### src/rtl/fetch_stage.sv
// ============================================================================
//  Module   : fetch_stage
//  Brief    : Single-outstanding instruction fetch with redirect handling,
//             valid/ready hand-off to decode and immediate-format select.
//  Revision : 1.0 - initial release
// ============================================================================
`default_nettype none

module fetch_stage #(
   parameter logic [31:0] RESET_PC = 32'h0000_0000
) (
   input  logic        clk,
   input  logic        rst,
   output logic        imem_req,
   output logic [31:0] imem_addr,
   input  logic [31:0] imem_rdata,
   input  logic        imem_valid,
   input  logic        redirect,
   input  logic [31:0] redirect_pc,
   output logic        out_valid,
   input  logic        out_ready,
   output logic [31:0] out_pc,
   output logic [31:0] out_instr,
   output logic [2:0]  out_imm_control
);

   typedef enum logic [1:0] {
      S_FETCH = 2'd0,
      S_WAIT  = 2'd1,
      S_HOLD  = 2'd2,
      S_DRAIN = 2'd3
   } state_t;

   state_t      state_q, state_d;
   logic [31:0] pc_q, pc_d;
   logic        valid_q, valid_d;
   logic [31:0] outpc_q, outpc_d;
   logic [31:0] instr_q, instr_d;
   logic [2:0]  imm_q, imm_d;

   logic [31:0] w_redirect_pc;
   logic [31:0] w_pc_inc;

   function automatic logic [2:0] imm_sel(input logic [6:0] opc);
      case (opc)
         7'b0010011, 7'b0000011, 7'b1100111: imm_sel = 3'b001;
         7'b0100011:                         imm_sel = 3'b010;
         7'b1100011:                         imm_sel = 3'b011;
         7'b0110111, 7'b0010111:             imm_sel = 3'b100;
         7'b1101111:                         imm_sel = 3'b101;
         default:                            imm_sel = 3'b000;
      endcase
   endfunction

   assign w_redirect_pc = {redirect_pc[31:2], 2'b00};
   assign w_pc_inc      = pc_q + 32'd4;

   always_comb begin
      state_d = state_q;
      pc_d    = pc_q;
      valid_d = valid_q;
      outpc_d = outpc_q;
      instr_d = instr_q;
      imm_d   = imm_q;
      case (state_q)
         S_FETCH: begin
            if (redirect) begin
               pc_d = w_redirect_pc;
            end else begin
               state_d = S_WAIT;
            end
         end
         S_WAIT: begin
            // A redirect always discards the response, whether it is here now or still in flight.
            if (redirect) begin
               pc_d    = w_redirect_pc;
               state_d = imem_valid ? S_FETCH : S_DRAIN;
            end else if (imem_valid) begin
               instr_d = imem_rdata;
               outpc_d = pc_q;
               imm_d   = imm_sel(imem_rdata[6:0]);
               valid_d = 1'b1;
               pc_d    = w_pc_inc;
               state_d = S_HOLD;
            end
         end
         S_HOLD: begin
            if (redirect) begin
               pc_d    = w_redirect_pc;
               valid_d = 1'b0;
               state_d = S_FETCH;
            end else if (out_ready) begin
               valid_d = 1'b0;
               state_d = S_FETCH;
            end
         end
         S_DRAIN: begin
            if (redirect) begin
               pc_d = w_redirect_pc;
            end
            if (imem_valid) begin
               state_d = S_FETCH;
            end
         end
         default: begin
            state_d = S_FETCH;
         end
      endcase
   end

   always_ff @(posedge clk) begin
      if (rst) begin
         state_q <= S_FETCH;
         pc_q    <= RESET_PC;
         valid_q <= 1'b0;
         outpc_q <= 32'd0;
         instr_q <= 32'd0;
         imm_q   <= 3'b000;
      end else begin
         state_q <= state_d;
         pc_q    <= pc_d;
         valid_q <= valid_d;
         outpc_q <= outpc_d;
         instr_q <= instr_d;
         imm_q   <= imm_d;
      end
   end

   // Redirect suppresses the issue so the request always carries the final PC.
   assign imem_req        = !rst && (state_q == S_FETCH) && !redirect;
   assign imem_addr       = pc_q;
   assign out_valid       = valid_q;
   assign out_pc          = outpc_q;
   assign out_instr       = instr_q;
   assign out_imm_control = imm_q;

endmodule

`default_nettype wire
### config.mk
export PLATFORM = sky130hd
export DESIGN_NAME = fetch_stage
export DESIGN_NICKNAME = d
export VERILOG_FILES = /design/src/rtl/fetch_stage.sv
export SDC_FILE = /design/constraint.sdc
export NUM_CORES = 1
export LEC_CHECK = 0
export CAP_MARGIN = 20
export CORE_MARGIN = 2
export CORE_UTILIZATION = 45
export DETAILED_ROUTE_END_ITERATION = 16
export GPL_TIMING_DRIVEN = 0
export PLACE_DENSITY = 0.91
export SETUP_SLACK_MARGIN = 0.02
export SLEW_MARGIN = 10
export SYNTH_ARGS = -nofsm -noshare
export SYNTH_HDL_FRONTEND = slang
export SYNTH_SLANG_ARGS = --single-unit
### constraint.sdc
create_clock -name clk -period 2.95 [get_ports clk]
set_input_delay 0.59 -clock clk [delete_from_list [all_inputs] [get_ports clk]]
set_output_delay 0.59 -clock clk [all_outputs]
set_load 0.01 [all_outputs]
==> out/results.tsv <==
metric	value	unit
outcome	finished clean	
busiest_layer	met2	
die_x	101	µm
clkLatencyLatePin	0.36	ns
clkPwrFrac	34.6	%
start_kind	input port	
cts_sinks	98	
crit_fanout	10	
drt_pre_antenna_iters	5	
grt_max_degree	16	
skew	0.0102	ns
synth_top_cell_area_share	46.0	%
p_sw_share	25.2	%
arrival	2.07	ns
final_common_cell	clkdlybuf4s50_1	
htree_levels	3	
dieHeight	101	µm
slew_headroom	43.6	%
rows	35	
hpwlAfterDp	9860	µm
cell_internal_pwr	2.09	mW
hold_viol_final	0	
path_clk_slew	0.09	ns
layout_min_cycle_time	2.66	ns
post-cts-setup-buffers	0	
p_sw	0.703	mW
cts_tree	done	
final_area	0.00624	mm²
pwr-share-comb	14.3	%
diodes	0	
synthMuxAreaShare	1.20	%
cts_buffers	9	
p_seq_share	51.1	%
drtIter0Drc	273	
route.detailed.wl_per_inst	15.6	µm
synth_edf_count	0	
synthAdderAreaFrac	0.294	%
drcViolationCount	0	
synthSimpleGateAreaFrac	25.9	%
tightestPinTransition	0.844	ns
rsz0062_at_grt	no	
fillers	700	
finalWeightedCongestion	0.886	
holdWs	0.443	ns
via_count	4519	
grt_use_total	25.0	%
finalCritPeriodShare	90.0	%
p_per_area	447	mW/mm²
final_util	67.9	%
ios	170	
grt-ovfl-total	0	
synth_area_per_cell	7.86	µm²
synth_compound_area_share	16.3	%
grt_pass1_vias	4345	
async_flop_share	0	%
synthXorXnorAreaFrac	3.90	%
setup-tns-final	0	ns
synthTopCellsByArea	dfxtp_1, nand2_1, a21oi_1, xnor2_1, nor2_1	
ctsHoldBuffers	0	
cp-end-kind	primary output	
criticalPathCategory	input port to primary output	
cts_resized	0	
port_buffers	161	
root_buffer	clkbuf_8	
p_total	2.79	mW
grtUsageMet3	6.00	%
grt_pass1_wl	20500	µm
final_max_slew_viol_count	0	
ys.flop_type	dfxtp_1	
leakage	2.24	nW
setup_viol	0	
ys_seq_area_share	46.0	%
use_met2	43.7	%
dieArea	0.0103	mm²
synth_top_family_by_area	simple AND/OR/NAND/NOR gates	
layout_common_cells	clkdlybuf4s50_1, nand2_1, dfxtp_1	
ys_seq_elements	98	
syn_to_final_growth	46.4	%
coreArea	0.00920	mm²
clock_path_buffers	2	
peakVddDrop	0.257	mV
critical_path_required	2.36	ns
layout.nets	787	
routed_wl	13000	µm
initial_core_util	46.3	%
synth_area	0.00426	mm²
hold_class	input port to flip-flop	
ys_warn_count	0	
yosys.area.top_type	dfxtp_1	
final_antenna_net_count	0	
max_cap_violations	0	
drive_gt1_share	4.85	%
max_freq	0.377	GHz
placed_area	0.00602	mm²
met1_usage	29.6	%
synth_cells	542	
grt_antenna_before_repair	0	
via_per_inst	5.43	
synth_cell_types	48	
[through the flow]
stage / worst slack, ns / instances
after global placement: 0.244 / 817
after global routing: 0.252 / 832
after detailed placement: 0.167 / 817
final: 0.295 / 832
after floorplan: 0.955 / 545
after CTS: 0.319 / 832
[critical path, stage by stage]
cell	delay, ns
clkbuf_1	0.24
buf_6	0.23
or3_1	0.34
nor2_1	0.10
clkdlybuf4s50_1	0.57
[cells by family (layout without fill, tap and decap cells)]
kind of cell    Yosys count  in the layout
fa+ha+maj                 1              1
other cells               1              4
mux                       5              5
xor+xnor                 19             19
buf+inv                  59            235
simple gates            238            238
flops                    98             98
compound gates          121            121
[synth_stat cells, drive strengths merged, types with 2 or more instances]
cell type / number
nand2: 137
dfxtp: 98
a21oi: 89
nor2: 30
clkbuf: 20
inv: 20
buf: 19
xnor2: 16
nor3: 14
nand3: 13
o21a: 13
nand4: 12
and3: 7
o21ai: 5
mux2i: 4
nor4: 4
a2111oi: 3
a211oi: 3
and2: 3
and4: 3
nand2b: 3
nand3b: 3
o31ai: 3
xor2: 3
a311oi: 2
nor3b: 2
or3: 2
[state kept, by name (all words and copies together), names as in the netlist]
signal	cells
out_instr	32
imem_addr	30
out_pc	30
out_imm_control	3
state_q	2
out_valid	1
[area by class of cell]
type	instances	area, µm²	area share (%)
multi-input cells	388	2040	32.7
flip-flops and latches	98	1960	31.4
clock buffers	11	141	2.27
clock inverters	4	76.3	1.22
plain buffers	39	193	3.09
well taps	111	139	2.23
repair buffers	161	1610	25.8
inverters	20	75.1	1.20
[power groups by stage]
stage / logic (mW) / clock network (mW) / registers, mW
final: 0.400 / 0.965 / 1.43
after global placement: 0.386 / 0 / 1.45
after floorplan: 0.155 / 0 / 1.46
after CTS: 0.399 / 0.971 / 1.42
after detailed placement: 0.397 / 0 / 1.45
after global routing: 0.430 / 1.03 / 1.43
[routing by layer]
| layer | part of all wire (%) | vias to the layer above |
|---|---|---|
| met5 | 0 | - |
| met4 | 3.0 | 0 |
| met3 | 7.5 | 39 |
| met2 | 49 | 210 |
| met1 | 40 | 2104 |
| li1 | - | 2166 |
[path summary, 6_finish.rpt]
check / from / to / slack (ns) / cells after the start
hold / removal: rst / imem_addr[18] / 0.44 / 2
hold reg to reg: out_instr[17] / out_instr[17] / 0.46 / 2
setup reg to reg: imem_addr[4] / imem_addr[15] / 0.87 / 5
setup / recovery: redirect / imem_req / 0.29 / 5
(Power assumes the default switching activity.)
